$ cat src/rtl/game_pkg.sv
// Shared types and defaults for the game controller slice.
package game_pkg;

  localparam int BCD_W          = 16;
  localparam int HIT_FRAMES_DEF = 30;
  localparam int MAX_SPEED_DEF  = 7;

  typedef enum logic [1:0] {
    ST_IDLE = 2'd0,
    ST_RUN  = 2'd1,
    ST_HIT  = 2'd2,
    ST_OVER = 2'd3
  } state_e;

endpackage

$ cat src/rtl/game_ctrl_if.sv
// Bundle of frame timing, player input and game status signals.
// master drives the world inputs; slave is the game controller.
interface game_ctrl_if
  import game_pkg::*;
  ();

  logic             i_tick_60hz;
  logic             i_tick_20hz;
  logic             i_collision;
  logic             i_btn;
  logic [1:0]       o_state;
  logic             o_running;
  logic [2:0]       o_speed;
  logic [BCD_W-1:0] o_score;
  logic [BCD_W-1:0] o_hiscore;
  logic             o_restart;
  logic             o_jump;

  modport master (
    output i_tick_60hz, i_tick_20hz, i_collision, i_btn,
    input  o_state, o_running, o_speed, o_score, o_hiscore, o_restart, o_jump
  );

  modport slave (
    input  i_tick_60hz, i_tick_20hz, i_collision, i_btn,
    output o_state, o_running, o_speed, o_score, o_hiscore, o_restart, o_jump
  );

endinterface

$ cat src/rtl/bcd_counter4.sv
// Four-digit BCD counter with synchronous clear; 9999 wraps to 0000.
// carry_lo_o flags an increment that rolls the low two digits 99 -> 00.
module bcd_counter4
  import game_pkg::*;
(
  input  logic             clk,
  input  logic             rst,
  input  logic             inc_i,
  input  logic             clr_i,
  output logic [BCD_W-1:0] value_o,
  output logic             carry_lo_o
);

  logic [BCD_W-1:0] value_q, value_d;

  // Ripple the increment through the digits, noting the carry out of digit 1.
  // NOTE: every combinational output gets a default first so no path leaves it unassigned and infers a latch.
  always_comb begin
    logic c;
    value_d    = value_q;
    carry_lo_o = 1'b0;
    c          = inc_i;
    for (int d = 0; d < 4; d++) begin
      if (c) begin
        if (value_q[4*d +: 4] == 4'd9) begin
          value_d[4*d +: 4] = 4'd0;
        end else begin
          value_d[4*d +: 4] = value_q[4*d +: 4] + 4'd1;
          c = 1'b0;
        end
      end
      if (d == 1) carry_lo_o = c;
    end
    if (clr_i) begin
      value_d    = '0;
      carry_lo_o = 1'b0;
    end
  end

  // Score register.
  // NOTE: sequential state uses non-blocking assignments so every flop samples pre-edge values.
  always_ff @(posedge clk) begin
    if (rst) value_q <= '0;
    else     value_q <= value_d;
  end

  assign value_o = value_q;

endmodule

$ cat src/rtl/game_ctrl.sv
// Game flow controller: IDLE -> RUN -> HIT -> OVER, score/speed/hiscore
// bookkeeping and the frame-sampled start/jump button.
module game_ctrl
  import game_pkg::*;
#(
  parameter int HIT_FRAMES = HIT_FRAMES_DEF,
  parameter int MAX_SPEED  = MAX_SPEED_DEF
) (
  input logic        clk,
  input logic        rst,
  game_ctrl_if.slave bus
);

  localparam int CNT_W = (HIT_FRAMES > 1) ? $clog2(HIT_FRAMES) : 1;

  state_e           state_q, state_d;
  logic [CNT_W-1:0] hit_cnt_q, hit_cnt_d;
  logic [2:0]       speed_q, speed_d;
  logic [BCD_W-1:0] hiscore_q, hiscore_d;
  logic [BCD_W-1:0] score;
  logic             sync1_q, sync2_q, btn_s_q;
  logic             press, score_inc, score_clr, carry_lo;

  // Synchronise the raw button, then sample it once per frame.
  always_ff @(posedge clk) begin
    if (rst) begin
      sync1_q <= 1'b0;
      sync2_q <= 1'b0;
      btn_s_q <= 1'b0;
    end else begin
      sync1_q <= bus.i_btn;
      sync2_q <= sync1_q;
      if (bus.i_tick_60hz) btn_s_q <= sync2_q;
    end
  end

  // A press is the frame in which btn_s is about to rise; muted during reset.
  assign press = bus.i_tick_60hz & sync2_q & ~btn_s_q & ~rst;

  assign score_clr = press & ((state_q == ST_IDLE) | (state_q == ST_OVER));
  assign score_inc = (state_q == ST_RUN) & ~bus.i_collision & bus.i_tick_20hz;

  bcd_counter4 u_score (
    .clk        (clk),
    .rst        (rst),
    .inc_i      (score_inc),
    .clr_i      (score_clr),
    .value_o    (score),
    .carry_lo_o (carry_lo)
  );

  // Next-state and bookkeeping decode; collision has priority inside RUN.
  always_comb begin
    state_d   = state_q;
    hit_cnt_d = hit_cnt_q;
    speed_d   = speed_q;
    hiscore_d = hiscore_q;
    case (state_q)
      ST_IDLE, ST_OVER: begin
        if (press) begin
          state_d = ST_RUN;
          speed_d = 3'd1;
        end
      end
      ST_RUN: begin
        if (bus.i_collision) begin
          state_d   = ST_HIT;
          hit_cnt_d = CNT_W'(HIT_FRAMES - 1);
        end else if (score_inc && carry_lo && (speed_q < 3'(MAX_SPEED))) begin
          speed_d = speed_q + 3'd1;
        end
      end
      ST_HIT: begin
        if (bus.i_tick_60hz) begin
          if (hit_cnt_q == '0) begin
            state_d = ST_OVER;
            if (score > hiscore_q) hiscore_d = score;
          end else begin
            hit_cnt_d = hit_cnt_q - 1'b1;
          end
        end
      end
      default: state_d = ST_IDLE;
    endcase
  end

  // State and status registers.
  always_ff @(posedge clk) begin
    if (rst) begin
      state_q   <= ST_IDLE;
      hit_cnt_q <= '0;
      speed_q   <= 3'd0;
      hiscore_q <= '0;
    end else begin
      state_q   <= state_d;
      hit_cnt_q <= hit_cnt_d;
      speed_q   <= speed_d;
      hiscore_q <= hiscore_d;
    end
  end

  assign bus.o_state   = state_q;
  assign bus.o_running = (state_q == ST_RUN);
  assign bus.o_speed   = speed_q;
  assign bus.o_score   = score;
  assign bus.o_hiscore = hiscore_q;
  assign bus.o_restart = score_clr;
  assign bus.o_jump    = press & (state_q == ST_RUN) & ~bus.i_collision;

endmodule

$ cat src/flat_wrapper.sv
// flat-port wrapper written by rule: the top's interface ports become plain ports
module game_ctrl_flat import game_pkg::*;
#(
  parameter int HIT_FRAMES = HIT_FRAMES_DEF,
  parameter int MAX_SPEED  = MAX_SPEED_DEF
)
  (clk, rst, bus_i_tick_60hz, bus_i_tick_20hz, bus_i_collision, bus_i_btn, bus_o_state, bus_o_running, bus_o_speed, bus_o_score, bus_o_hiscore, bus_o_restart, bus_o_jump);
  game_ctrl_if bus_i ();
  input logic clk;
  input logic rst;
  input wire logic [$bits(bus_i.i_tick_60hz)-1:0] bus_i_tick_60hz;
  input wire logic [$bits(bus_i.i_tick_20hz)-1:0] bus_i_tick_20hz;
  input wire logic [$bits(bus_i.i_collision)-1:0] bus_i_collision;
  input wire logic [$bits(bus_i.i_btn)-1:0] bus_i_btn;
  output wire logic [$bits(bus_i.o_state)-1:0] bus_o_state;
  output wire logic [$bits(bus_i.o_running)-1:0] bus_o_running;
  output wire logic [$bits(bus_i.o_speed)-1:0] bus_o_speed;
  output wire logic [$bits(bus_i.o_score)-1:0] bus_o_score;
  output wire logic [$bits(bus_i.o_hiscore)-1:0] bus_o_hiscore;
  output wire logic [$bits(bus_i.o_restart)-1:0] bus_o_restart;
  output wire logic [$bits(bus_i.o_jump)-1:0] bus_o_jump;
  assign bus_i.i_tick_60hz = bus_i_tick_60hz;
  assign bus_i.i_tick_20hz = bus_i_tick_20hz;
  assign bus_i.i_collision = bus_i_collision;
  assign bus_i.i_btn = bus_i_btn;
  assign bus_o_state = bus_i.o_state;
  assign bus_o_running = bus_i.o_running;
  assign bus_o_speed = bus_i.o_speed;
  assign bus_o_score = bus_i.o_score;
  assign bus_o_hiscore = bus_i.o_hiscore;
  assign bus_o_restart = bus_i.o_restart;
  assign bus_o_jump = bus_i.o_jump;
  game_ctrl #(.HIT_FRAMES(HIT_FRAMES), .MAX_SPEED(MAX_SPEED)) u_core (.clk(clk), .rst(rst), .bus(bus_i));
endmodule
$ cat config.mk
export PLATFORM = sky130hd
export DESIGN_NAME = game_ctrl_flat
export DESIGN_NICKNAME = d
export VERILOG_FILES = /design/src/rtl/game_pkg.sv /design/src/rtl/game_ctrl_if.sv /design/src/rtl/bcd_counter4.sv /design/src/rtl/game_ctrl.sv /design/src/flat_wrapper.sv
export SDC_FILE = /design/constraint.sdc
export NUM_CORES = 1
export LEC_CHECK = 0
export CORE_ASPECT_RATIO = 1.4
export CORE_UTILIZATION = 52
export CTS_CLUSTER_DIAMETER = 30
export CTS_CLUSTER_SIZE = 8
export DETAILED_ROUTE_END_ITERATION = 12
export GPL_TIMING_DRIVEN = 0
export HOLD_SLACK_MARGIN = 0.05
export PLACE_DENSITY = 0.78
export SLEW_MARGIN = 20
export SYNTH_ARGS = -nofsm -noshare
export SYNTH_HDL_FRONTEND = slang
export SYNTH_SLANG_ARGS = --single-unit
$ cat constraint.sdc
create_clock -name clk -period 2.4 [get_ports clk]
set_clock_uncertainty 0.1 [all_clocks]
set_input_delay 0.48 -clock clk [delete_from_list [all_inputs] [get_ports clk]]
set_output_delay 0.48 -clock clk [all_outputs]
set_load 0.02 [all_outputs]
==> summary by stage, run 1 <==
Synthesis
When the netlist entered floorplanning its net count stood at 303. Synthesis inferred 45 register bits. The number of enable-type register cells in the synthesized netlist is 0. Averaged over all synthesized cells, the footprint is 8.854 µm². Of all flip-flops after synthesis, the portion carrying an async set or reset was 0%. The share of synthesized cell area in full adder, half adder and majority cells is 10.75%. After synthesis, the largest family of logic cells by area is simple AND/OR/NAND/NOR gates. The fraction of synthesized area in multiplexers is 0.4096%. Summing the areas of all and, or, nand and nor instances in the mapped netlist gives 22.73% of the synthesized area.

Summing the areas of all xor and xnor instances in the mapped netlist gives 2.867% of the synthesized area. The cell area that synthesis handed to floorplanning was 2444 µm². The instance count of the mapped netlist is 276. The number of distinct library cells after synthesis is 54.

The Yosys step of the flow raised 0 warnings. For this run, the leading register cell type out of synthesis is dfxtp_1. The portion of the post-synthesis area used by sequential elements is 36.87%.

The complex-gate fraction of the synthesized area is 20.58%.

Timing
The number of max-slew violations in the final report is 0. The number of endpoints with negative hold slack in the final report is 0. The routed design could run at a clock period as short as 2343 ps. For the pin with the worst max-slew slack, the measured transition is 717.0 ps. Across all hold checks on the routed design, the worst slack comes to 351.5 ps. The worst max-slew margin expressed relative to the limit is 51.91%. The upper clock frequency limit is 426.8 MHz. Setup repair after global routing left no endpoint under its margin. The part of the cycle the worst path needs is 97.63%. The setup violation total in the final timing report is 0.

Critical path
The slowest stage cell on the critical path is or4_4. Walking the worst path, the cells encountered are inv_1 -> ha_4 -> inv_1 -> or4_4 -> inv_1 -> buf_4. The data required time at the worst endpoint is 1820 ps. The critical path start-end classification is reg2out.

Data on the critical path arrives at its endpoint at 1760 ps. For this run, the slowest stage of the critical path takes 480 ps. The element type at the critical path start is a flop. The maximum fanout encountered on the critical timing path is 5. The most numerous cell type found on the critical path is inv_1. STA classifies the critical path endpoint as a primary output.

Final layout
In the layout the commonest cells are 43 x dfxtp_1, 41 x clkdlybuf4s50_1, 26 x inv_1. After routing the design area is 3261 µm². The repair_antennas step left the layout with diodes totalling 0. Relative to the synthesized area, the layout overhead comes to 33.44%. The count of nets after finishing is 364. The post-route netlist has 12.72% of its cells at a drive strength greater than 1.

The library cell used most frequently in the layout, excluding fill and tap cells, is dfxtp_1.

Floorplanning
The core region area is 4536 µm². The row count is 29. The die is 83.11 µm tall. The die outline area is 4981 µm². The x dimension of the die is 59.94 µm.

The effective utilization at floorplan is 53.88%. Pin placement for this block handled 46 I/O pins.

CTS
CTS saw 45 sinks. The number of buffers inserted by hold repair at cts is 0. The clock tree buffer depth is 2. The clock tree synthesis step divided the H-tree into 2 levels. TritonCTS built the clock tree.

After clock tree synthesis, the clock-pin slew on the worst setup and hold paths is 80 ps. The later pin in the worst-skew pair is clocked with a latency of 300 ps. The number of CTS-inserted buffers is 5. Clock tree synthesis selected as its root buffer the cell clkbuf_8.

Routing
Dividing the detail-routed via count by the number of cells gives 5.523. After detailed routing, the number of remaining DRC violations is 0. For this run, the detailed router's first-pass iteration total came to 4. Dividing the detail-routed wire length by the instance count gives 13.89 µm. The number of vias after detailed routing is 2,209.

The first routing iteration left 101 violations. Once detail routing completed, the nets flagged for antenna violations numbered 0. For this block, the routed nets add up to 5.554 mm of wire.

Pwr
The analysis attributes to cell leakage a power of 1.233 nW. The sequential share of power is 41.9%. Across the VDD grid, the largest voltage drop is 0.6221 mV. Dividing total power by cell area gives a power density of 615.2 nW/µm².

Cell internal power was estimated by the tool at 1.410 mW. The proportion of total power due to net switching is 29.73%. The fraction of power consumed by combinational cells is 28.8%. The power dissipated by switching net loads is 596.4 µW.

The clock network burns 29.3% of the power.

Run
Across the run, the number of max-cap violations was 0.

GRT
Entering global routing, the biggest net connects 14 pins. The global-route wire length before repair is 9.204 mm. The overall routing resource usage is 23.47%.

The total global routing overflow is 0. The number of antenna violations at the first check in global routing is 0. The via count of the first global-routing pass is 2,119.

Placement
In this run the tool buffered the top-level ports with 44 buffer cells. At the end of routability-driven placement, the weighted congestion stood at 0.9085. Detailed placement ended at an HPWL of 3.875 mm. The standard cell area after detailed placement is 2962 µm².

Status
The flow ran to the end, and the final reports show no timing, DRC or antenna violations.

Hold path
The classification of the worst-slack hold path is reg2reg.
==> timing repair <==
item	4_1_cts	5_1_grt
endpoints found under the setup margin	22	19
gates cloned	0	0
pin swaps	2	6
hold endpoints to repair	0	0
buffers inserted	1	9
resized for setup	22	7
==> state kept, by name, indices dropped and copies added (netlist names) <==
| register | count |
|---|---|
| u_core.bus.o_hiscore | 16 |
| u_core.u_score.value_o | 16 |
| u_core.hit_cnt_q | 5 |
| u_core.bus.o_speed | 3 |
| u_core.bus.o_state | 2 |
| u_core.btn_s_q | 1 |
| u_core.sync1_q | 1 |
| u_core.sync2_q | 1 |
==> Yosys cell counts (2+ instances only) <==
cell type  instances  area [µm²]
nor3b_1            2       15.01
ha_1              21       262.8
or3b_2             2       17.52
o21ai_0           12       60.06
and3_1             2       12.51
xor2_1             2       17.52
dfxtp_1           45       900.9
a211oi_1           4       30.03
a21oi_1           19       95.09
nand2b_1           5       31.28
nor2b_1           11       68.82
o21a_1             2       15.01
clkbuf_1           3       11.26
nor2_1            20       75.07
nand3b_1           2       15.01
buf_2              2       10.01
nand3_1            5       25.02
o211ai_1           2       15.01
xnor2_1            6       52.55
o31ai_1            3       22.52
nand4_1            6       37.54
nor3_1             6       30.03
nand2_1           19       71.32
nor4_1             2       12.51
or3_1              5       31.28
inv_1             26       97.59
a22o_1            15       131.4
==> worst paths after layout <==
check,from,endpoint,slack [ps],cells past startpoint
setup / recovery,u_core.bus.o_state[0]$_SDFFE_PP0P_,bus_o_restart,60,6
hold / removal,u_core.sync1_q$_SDFF_PP0_,u_core.sync2_q$_SDFF_PP0_,350,1
setup reg to reg,u_core.u_score.value_o[7]$_SDFFE_PP0N_,u_core.bus.o_hiscore[5]$_SDFFE_PP0P_,120,8
hold reg to reg,u_core.sync1_q$_SDFF_PP0_,u_core.sync2_q$_SDFF_PP0_,350,1
==> kinds of logic (layout without fill, tap and decap cells) <==
logic type / Yosys count / after routing
simple gates: 96 / 96
compound gates: 71 / 71
flops: 45 / 45
buf+inv: 34 / 96
fa+ha+maj: 21 / 21
xor+xnor: 8 / 8
mux: 1 / 1
==> power by group through the flow <==
stage	Combinational [mW]	Sequential [mW]	Clock (mW)
2_1_floorplan	0.328	0.856	0
3_3_place_gp	0.458	0.846	0
3_5_place_dp	0.464	0.848	0
4_1_cts	0.508	0.840	0.605
5_1_grt	0.649	0.847	0.629
6_report	0.577	0.841	0.588
==> worst max-delay path: cells and delay by family (launching register included) <==
kind,cells,cell delay [ps]
adders and majority gates,1,290
buffers and inverters,4,330
DFF,1,350
and+or+nand+nor,1,480
==> per-layer routing <==
metal  up-vias  share of wire, %  routed length, µm  track usage, %
met2        45                53               2938           41.82
met3         8               3.0                168           3.738
met1      1036                42               2356           27.48
met4         0               1.6                 90           7.400
li1       1120                 -                  -               -
met5         -                 0                  0               0
==> final cells by class <==
type | instances | area [µm²]
clock buffers | 7 | 86.33
plain buffers | 8 | 46.29
inverters | 26 | 97.59
multi-input cells | 197 | 1506
flip-flops and latches | 45 | 903.4
repair buffers | 54 | 513.0
fillers | 352 | 1275
well taps | 62 | 77.57
clock inverters | 1 | 30.03
==> stage by stage <==
step | power (mW) | worst slack [ps] | TNS [ps] | utilization (%) | cells
floorplan | 1.184 | 25.54 | 0 | - | 276
global placement | 1.304 | -482.9 | -8349 | 65.30 | 382
finish | 2.006 | 56.76 | 0 | 71.89 | 400
CTS | 1.953 | -7.260 | -8.548 | 69.79 | 391
detailed placement | 1.312 | -543.7 | -9163 | 65.30 | 382
global route | 2.125 | 1.946 | 0 | 71.89 | 400
Note: power is estimated with default switching activity, not from simulation.
==> run 2, diff against run 1 <==
--- a/config.mk
+++ b/config.mk
@@ -13,6 +13,7 @@
 export GPL_TIMING_DRIVEN = 0
 export HOLD_SLACK_MARGIN = 0.05
 export PLACE_DENSITY = 0.78
+export SKIP_LAST_GASP = 1
 export SLEW_MARGIN = 20
 export SYNTH_ARGS = -nofsm -noshare
 export SYNTH_HDL_FRONTEND = slang
==> summary by stage, run 2 (synthesis results as in run 1) <==
GRT
The number of antenna violations at the first check in global routing is 0 (unchanged). The total global routing overflow is 0 (unchanged). The overall routing resource usage is 23.44% (-0.031 points).

The via count of the first global-routing pass was 2,121 (+0.094%). The global-route wire length before repair is 9.183 mm (-0.23%). The maximum number of pins on one net before global-route repair was 14 (unchanged).

Critical path
The element type at the critical path start is a flop. The setup path with the least slack is of type reg2out. The critical path starts at u_core.bus.o_state[0]$_SDFFE_PP0P_. The maximum fanout encountered on the critical timing path is 5 (unchanged). The worst setup path is captured at a primary output.

The worst path arrival time is 1770 ps (about the same). The data required time at the worst endpoint was 1820 ps (about the same). In this run the critical register-to-register path is launched from u_core.u_score.value_o[7]$_SDFFE_PP0N_.

Floorplanning
The core region area is 4536 µm² (unchanged). The effective utilization at floorplan is 53.88% (unchanged). The row count is 29 (unchanged). The x dimension of the die is 59.94 µm (unchanged). The top-level I/O count is 46 (unchanged).

The die extent in y is 83.11 µm (unchanged). The die outline area is 4981 µm² (unchanged).

CTS
The number of buffers inserted by hold repair at cts is 0 (unchanged). The clock tree buffer depth came to 2 (unchanged). The number of CTS-inserted buffers was 5 (unchanged). The clock insertion delay at the later pin of the skew report is 300 ps (about the same).

The sink count of the clock tree is 45 (unchanged). The clock-pin slew reported for the worst setup and hold paths after clock tree synthesis was 90 ps (about the same). The TritonCTS clock tree is yes. The number of H-tree levels is 2 (unchanged). The clock root buffer is clkbuf_8.

Timing
The part of the cycle the worst path needs was 97.72% (about the same). The upper clock frequency limit came to 426.4 MHz (about the same). The number of max-slew violations in the final report is 0 (unchanged). The shortest period the worst path allows came to 2345 ps (+2.042 ps). The setup violation total in the final timing report is 0 (unchanged). Setup repair after global routing could not meet its margin everywhere. The number of endpoints with negative hold slack in the final report came to 0 (unchanged). The worst-margin pin slew is 712.5 ps (-4.513 ps). The final worst slack is 54.72 ps (-2.042 ps). The worst max-slew margin expressed relative to the limit came to 52.22% (+0.30 points).

Final layout
The antenna diode count is 0 (unchanged). The library cells used most frequently in the layout, excluding fill and tap cells, are 43 x dfxtp_1, 41 x clkdlybuf4s50_1, 26 x inv_1. The post-layout utilization of the core is 72.06% (+0.17 points). The share of cells above drive strength 1 is 12.98% (+0.26 points). The most frequent standard cell in the layout excluding fill and tap cells is dfxtp_1. The count of nets after finishing is 365 (+0.27%).

The growth of design area from synthesis to finish is 33.74%.

Placement
The post-DP HPWL is 3.875 mm (unchanged). The pre-CTS setup slack is -543.7 ps (unchanged). The count of port buffers added during placement is 44 (unchanged).

The placer's final routability congestion estimate is 0.9085 (unchanged).

Status
The flow ran to the end, and the final reports show no timing, DRC or antenna violations.

Routing
The first-pass detailed-route iteration total came to 4 (unchanged). The average detailed-routed wire length per instance came to 13.95 µm (+0.47%). The per-cell via count in the routed design is 5.566 (+0.79%). The DRC marker count from the first detailed-route iteration is 112 (+11%). The remaining number of nets flagged by the antenna check after routing was 0 (unchanged).

The residual DRC count is 0 (unchanged). The number of vias after detailed routing is 2,232 (+1.0%). The wire length after detailed routing came to 5.594 mm (+0.72%).

Run
The number of max-cap violations is 0 (unchanged).

Pwr
The leakage power figure is 1.239 nW (+0.49%). The total power draw is 1.988 mW (-0.89%). The total power density per cell area is 608.3 nW/µm² (-1.1%).

The maximum vdd drop is 0.6205 mV (-0.25%).

Hold path
The classification of the worst-slack hold path is reg2reg. The launch instance of the worst min-delay path is u_core.sync1_q$_SDFF_PP0_.
[run 2: repair_timing]
| action | CTS | global route |
|---|---|---|
| pin swaps | 2 | 7 |
| resized for setup | 17 | 12 |
| setup endpoints to repair | 22 | 25 |
| buffers inserted | 1 | 10 |
[run 2: critical path, cell delays in order (launching register included)]
cell     delay [ps]
dfxtp_2         360
inv_1            70
ha_4            290
inv_1            60
or4_4           480
inv_1            70
buf_4           130
[run 2: through the flow]
step	instances	instance area (µm²)	TNS, ps	hold WS, ps
2_1_floorplan	276	2444	0	313.8
4_1_cts	391	3158	-294.2	353.7
3_5_place_dp	382	2962	-9163	332.4
6_report	401	3268	0	364.9
3_3_place_gp	382	2962	-8349	317.4
5_1_grt	401	3268	-13.26	380.3
[run 2: final cells by class]
class | instances | area [µm²]
plain buffers | 8 | 46.29
clock buffers | 7 | 86.33
clock inverters | 1 | 30.03
fillers | 349 | 1267
inverters | 26 | 97.59
multi-input cells | 197 | 1506
flip-flops and latches | 45 | 903.4
well taps | 62 | 77.57
repair buffers | 55 | 520.5
[run 2: metal layers]
| layer | part of all wire, % | global-route usage [%] |
|---|---|---|
| met5 | 0 | 0 |
| met4 | 1.5 | 7.400 |
| met3 | 2.9 | 3.738 |
| met2 | 53 | 41.92 |
| met1 | 43 | 27.28 |
[run 2: worst paths after layout]
| check | cells after the start | end | slack [ps] |
|---|---|---|---|
| max | 6 | bus_o_restart | 50 |
| min | 1 | u_core.sync2_q$_SDFF_PP0_ | 360 |
| max reg2reg | 8 | u_core.bus.o_hiscore[5]$_SDFFE_PP0P_ | 110 |
| min reg2reg | 1 | u_core.sync2_q$_SDFF_PP0_ | 360 |
[run 2: where the power goes]
part           switching (mW)  internal, mW
Clock                   0.249         0.340
Sequential             0.0511         0.791
Combinational           0.291         0.266
Total                   0.591          1.40
==> run 3, diff against run 2 <==
--- a/config.mk
+++ b/config.mk
@@ -12,6 +12,7 @@
 export DETAILED_ROUTE_END_ITERATION = 12
 export GPL_TIMING_DRIVEN = 0
 export HOLD_SLACK_MARGIN = 0.05
+export MAX_ROUTING_LAYER = met4
 export PLACE_DENSITY = 0.78
 export SKIP_LAST_GASP = 1
 export SLEW_MARGIN = 20
==> summary by stage, run 3 (synthesis results as in run 1) <==
Final layout
The final design instance area without fill is 3272 µm² (+0.12%). Relative to the synthesized area, the layout overhead comes to 33.90%. The total of fill cells in the finished design is 356 (+2.0%). The number of cells in the finished layout apart from fillers is 402 (+0.25%).

Leaving out fill and tap cells, the most frequent cells in the layout are 43 x dfxtp_1, 41 x clkdlybuf4s50_1, 26 x inv_1. The count of nets after finishing is 366 (+0.27%). The share of cells above drive strength 1 is 12.94% (-0.038 points).

The antenna diode count is 0 (unchanged). The most frequent standard cell in the layout excluding fill and tap cells is dfxtp_1.

Pwr
The clock group share of total power is 29.7% (about the same). The proportion of total power due to net switching is 29.73% (about the same). The maximum vdd drop is 0.6207 mV (about the same). The sequential share of power is 42.3% (about the same). The power dissipated by switching net loads came to 590.8 µW (-0.11%). The fraction of power consumed by combinational cells was 28.1% (about the same). The internal portion of total power is 1.396 mW (about the same).

The leakage power figure is 1.243 nW (+0.30%). The total power density per cell area came to 607.3 nW/µm² (-0.17%).

Hold path
The hold path depth came to 1 (unchanged). The path class of the tightest hold or removal check is reg2reg.

Critical path
The maximum fanout encountered on the critical timing path came to 6 (+1). The worst reg2reg path depth is 8 (unchanged). The setup path with the least slack is of type reg2out. The worst path arrival time is 1790 ps (+20 ps). The element type at the critical path start is a flop. The kind of end point of the critical path is a primary output. The data required time at the worst endpoint is 1820 ps (about the same).

Floorplanning
The top-level I/O count came to 46 (unchanged). The x dimension of the die is 59.94 µm (unchanged). The die outline area was 4981 µm² (unchanged). The row count is 29 (unchanged).

The core region area came to 4536 µm² (unchanged). The die extent in y was 83.11 µm (unchanged). The effective utilization at floorplan is 53.88% (unchanged).

Placement
The count of port buffers added during placement is 44 (unchanged). The number of instances in the placed design is 382 (unchanged). The post-DP HPWL is 3.875 mm (unchanged). The placer's final routability congestion estimate is 0.9241 (+1.7%). The standard cell area after detailed placement is 2962 µm² (unchanged).

GRT
The overall routing resource usage is 24.07% (+0.63 points). The global-route wire length before repair is 9.183 mm (unchanged). The number of antenna violations at the first check in global routing was 0 (unchanged). The maximum number of pins on one net before global-route repair is 14 (unchanged). The total global routing overflow is 0 (unchanged). The via count of the first global-routing pass is 2,124 (+0.14%).

Routing
The DRC marker count from the first detailed-route iteration is 107 (-4.5%). The remaining number of nets flagged by the antenna check after routing is 0 (unchanged). The per-cell via count in the routed design is 5.542 (-0.43%). The residual DRC count came to 0 (unchanged).

The first-pass detailed-route iteration total is 4 (unchanged). The wire length after detailed routing is 5.607 mm (+0.23%). The number of vias after detailed routing came to 2,228 (-0.18%). The average detailed-routed wire length per instance was 13.95 µm (about the same).

Timing
The number of endpoints with negative hold slack in the final report is 0 (unchanged). The shortest period the worst path allows came to 2366 ps (+20.28 ps). Setup repair after global routing could not meet its margin everywhere. The upper clock frequency limit is 422.7 MHz (-0.86%).

The number of max-slew violations in the final report is 0 (unchanged). The setup violation total in the final timing report is 0 (unchanged). The worst max-slew margin expressed relative to the limit is 52.53% (+0.32 points). The hold slack is 363.3 ps (-1.599 ps). The worst-margin pin slew is 707.7 ps (-4.717 ps). The part of the cycle the worst path needs is 98.57% (+0.85 points).

CTS
The clock tree buffer depth came to 2 (unchanged). The clock root buffer is clkbuf_8. The sink count of the clock tree is 45 (unchanged). The clock-pin slew reported for the worst setup and hold paths after clock tree synthesis was 90 ps (about the same). The clock insertion delay at the later pin of the skew report is 300 ps (about the same). The number of CTS-inserted buffers came to 5 (unchanged).

TritonCTS built the clock tree. The number of H-tree levels is 2 (unchanged).

Run
The number of max-cap violations came to 0 (unchanged).

Status
The flow ran to the end, and the final reports show no timing, DRC or antenna violations.
==> run 3: power groups by stage <==
stage	logic, mW	registers (mW)	clock network (mW)
after floorplan	0.328	0.856	0
after global placement	0.458	0.846	0
after detailed placement	0.464	0.848	0
after CTS	0.489	0.836	0.605
after global routing	0.627	0.846	0.629
final	0.557	0.840	0.589
==> run 3: layout make-up <==
cell class	instances	area [µm²]	share of cell area [%]
multi-input combinational	197	1503	45.93
timing repair buffer	56	528.0	16.14
sequential	45	903.4	27.61
clock inverter	1	30.03	0.9178
buffer	8	46.29	1.415
inverter	26	97.59	2.983
clock buffer	7	86.33	2.639
tap	62	77.57	2.371
==> run 3: critical path, stage by stage, from the launching register on <==
cell     delay (ps)
dfxtp_2         350
inv_1            70
ha_4            300
inv_1            60
or4_1           500
inv_1            80
buf_4           130
==> run 3: layer usage <==
layer	global-route usage, %	up-vias	wire [µm]
met5	-	-	0
met4	7.400	0	85
met3	3.738	8	193
met2	41.92	46	2938
met1	27.28	1052	2388
li1	-	1122	-
==> run 3: final timing paths <==
path                                          start                                    to  slack (ps)
max              u_core.bus.o_state[0]$_SDFFE_PP0P_                         bus_o_restart          30
min                       u_core.sync1_q$_SDFF_PP0_             u_core.sync2_q$_SDFF_PP0_         360
max reg2reg  u_core.u_score.value_o[7]$_SDFFE_PP0N_  u_core.bus.o_hiscore[5]$_SDFFE_PP0P_         120
min reg2reg               u_core.sync1_q$_SDFF_PP0_             u_core.sync2_q$_SDFF_PP0_         360
==> run 3: what timing repair did <==
item | 4_1_cts | 5_1_grt
buffers inserted | 1 | 11
hold buffers | 0 | 0
hold endpoints to repair | 0 | 0
endpoints found under the setup margin | 22 | 25
pin swaps | 2 | 7
gates resized for setup | 17 | 11
==> run 3: metrics by stage <==
step | power (mW) | setup TNS, ps | utilization [%] | worst slack (ps)
floorplan | 1.184 | 0 | - | 25.54
global placement | 1.304 | -8349 | 65.30 | -482.9
detailed placement | 1.312 | -9163 | 65.30 | -543.7
CTS | 1.930 | -294.2 | 69.63 | -294.2
global route | 2.102 | -32.05 | 72.14 | -27.92
finish | 1.987 | 0 | 72.14 | 34.43
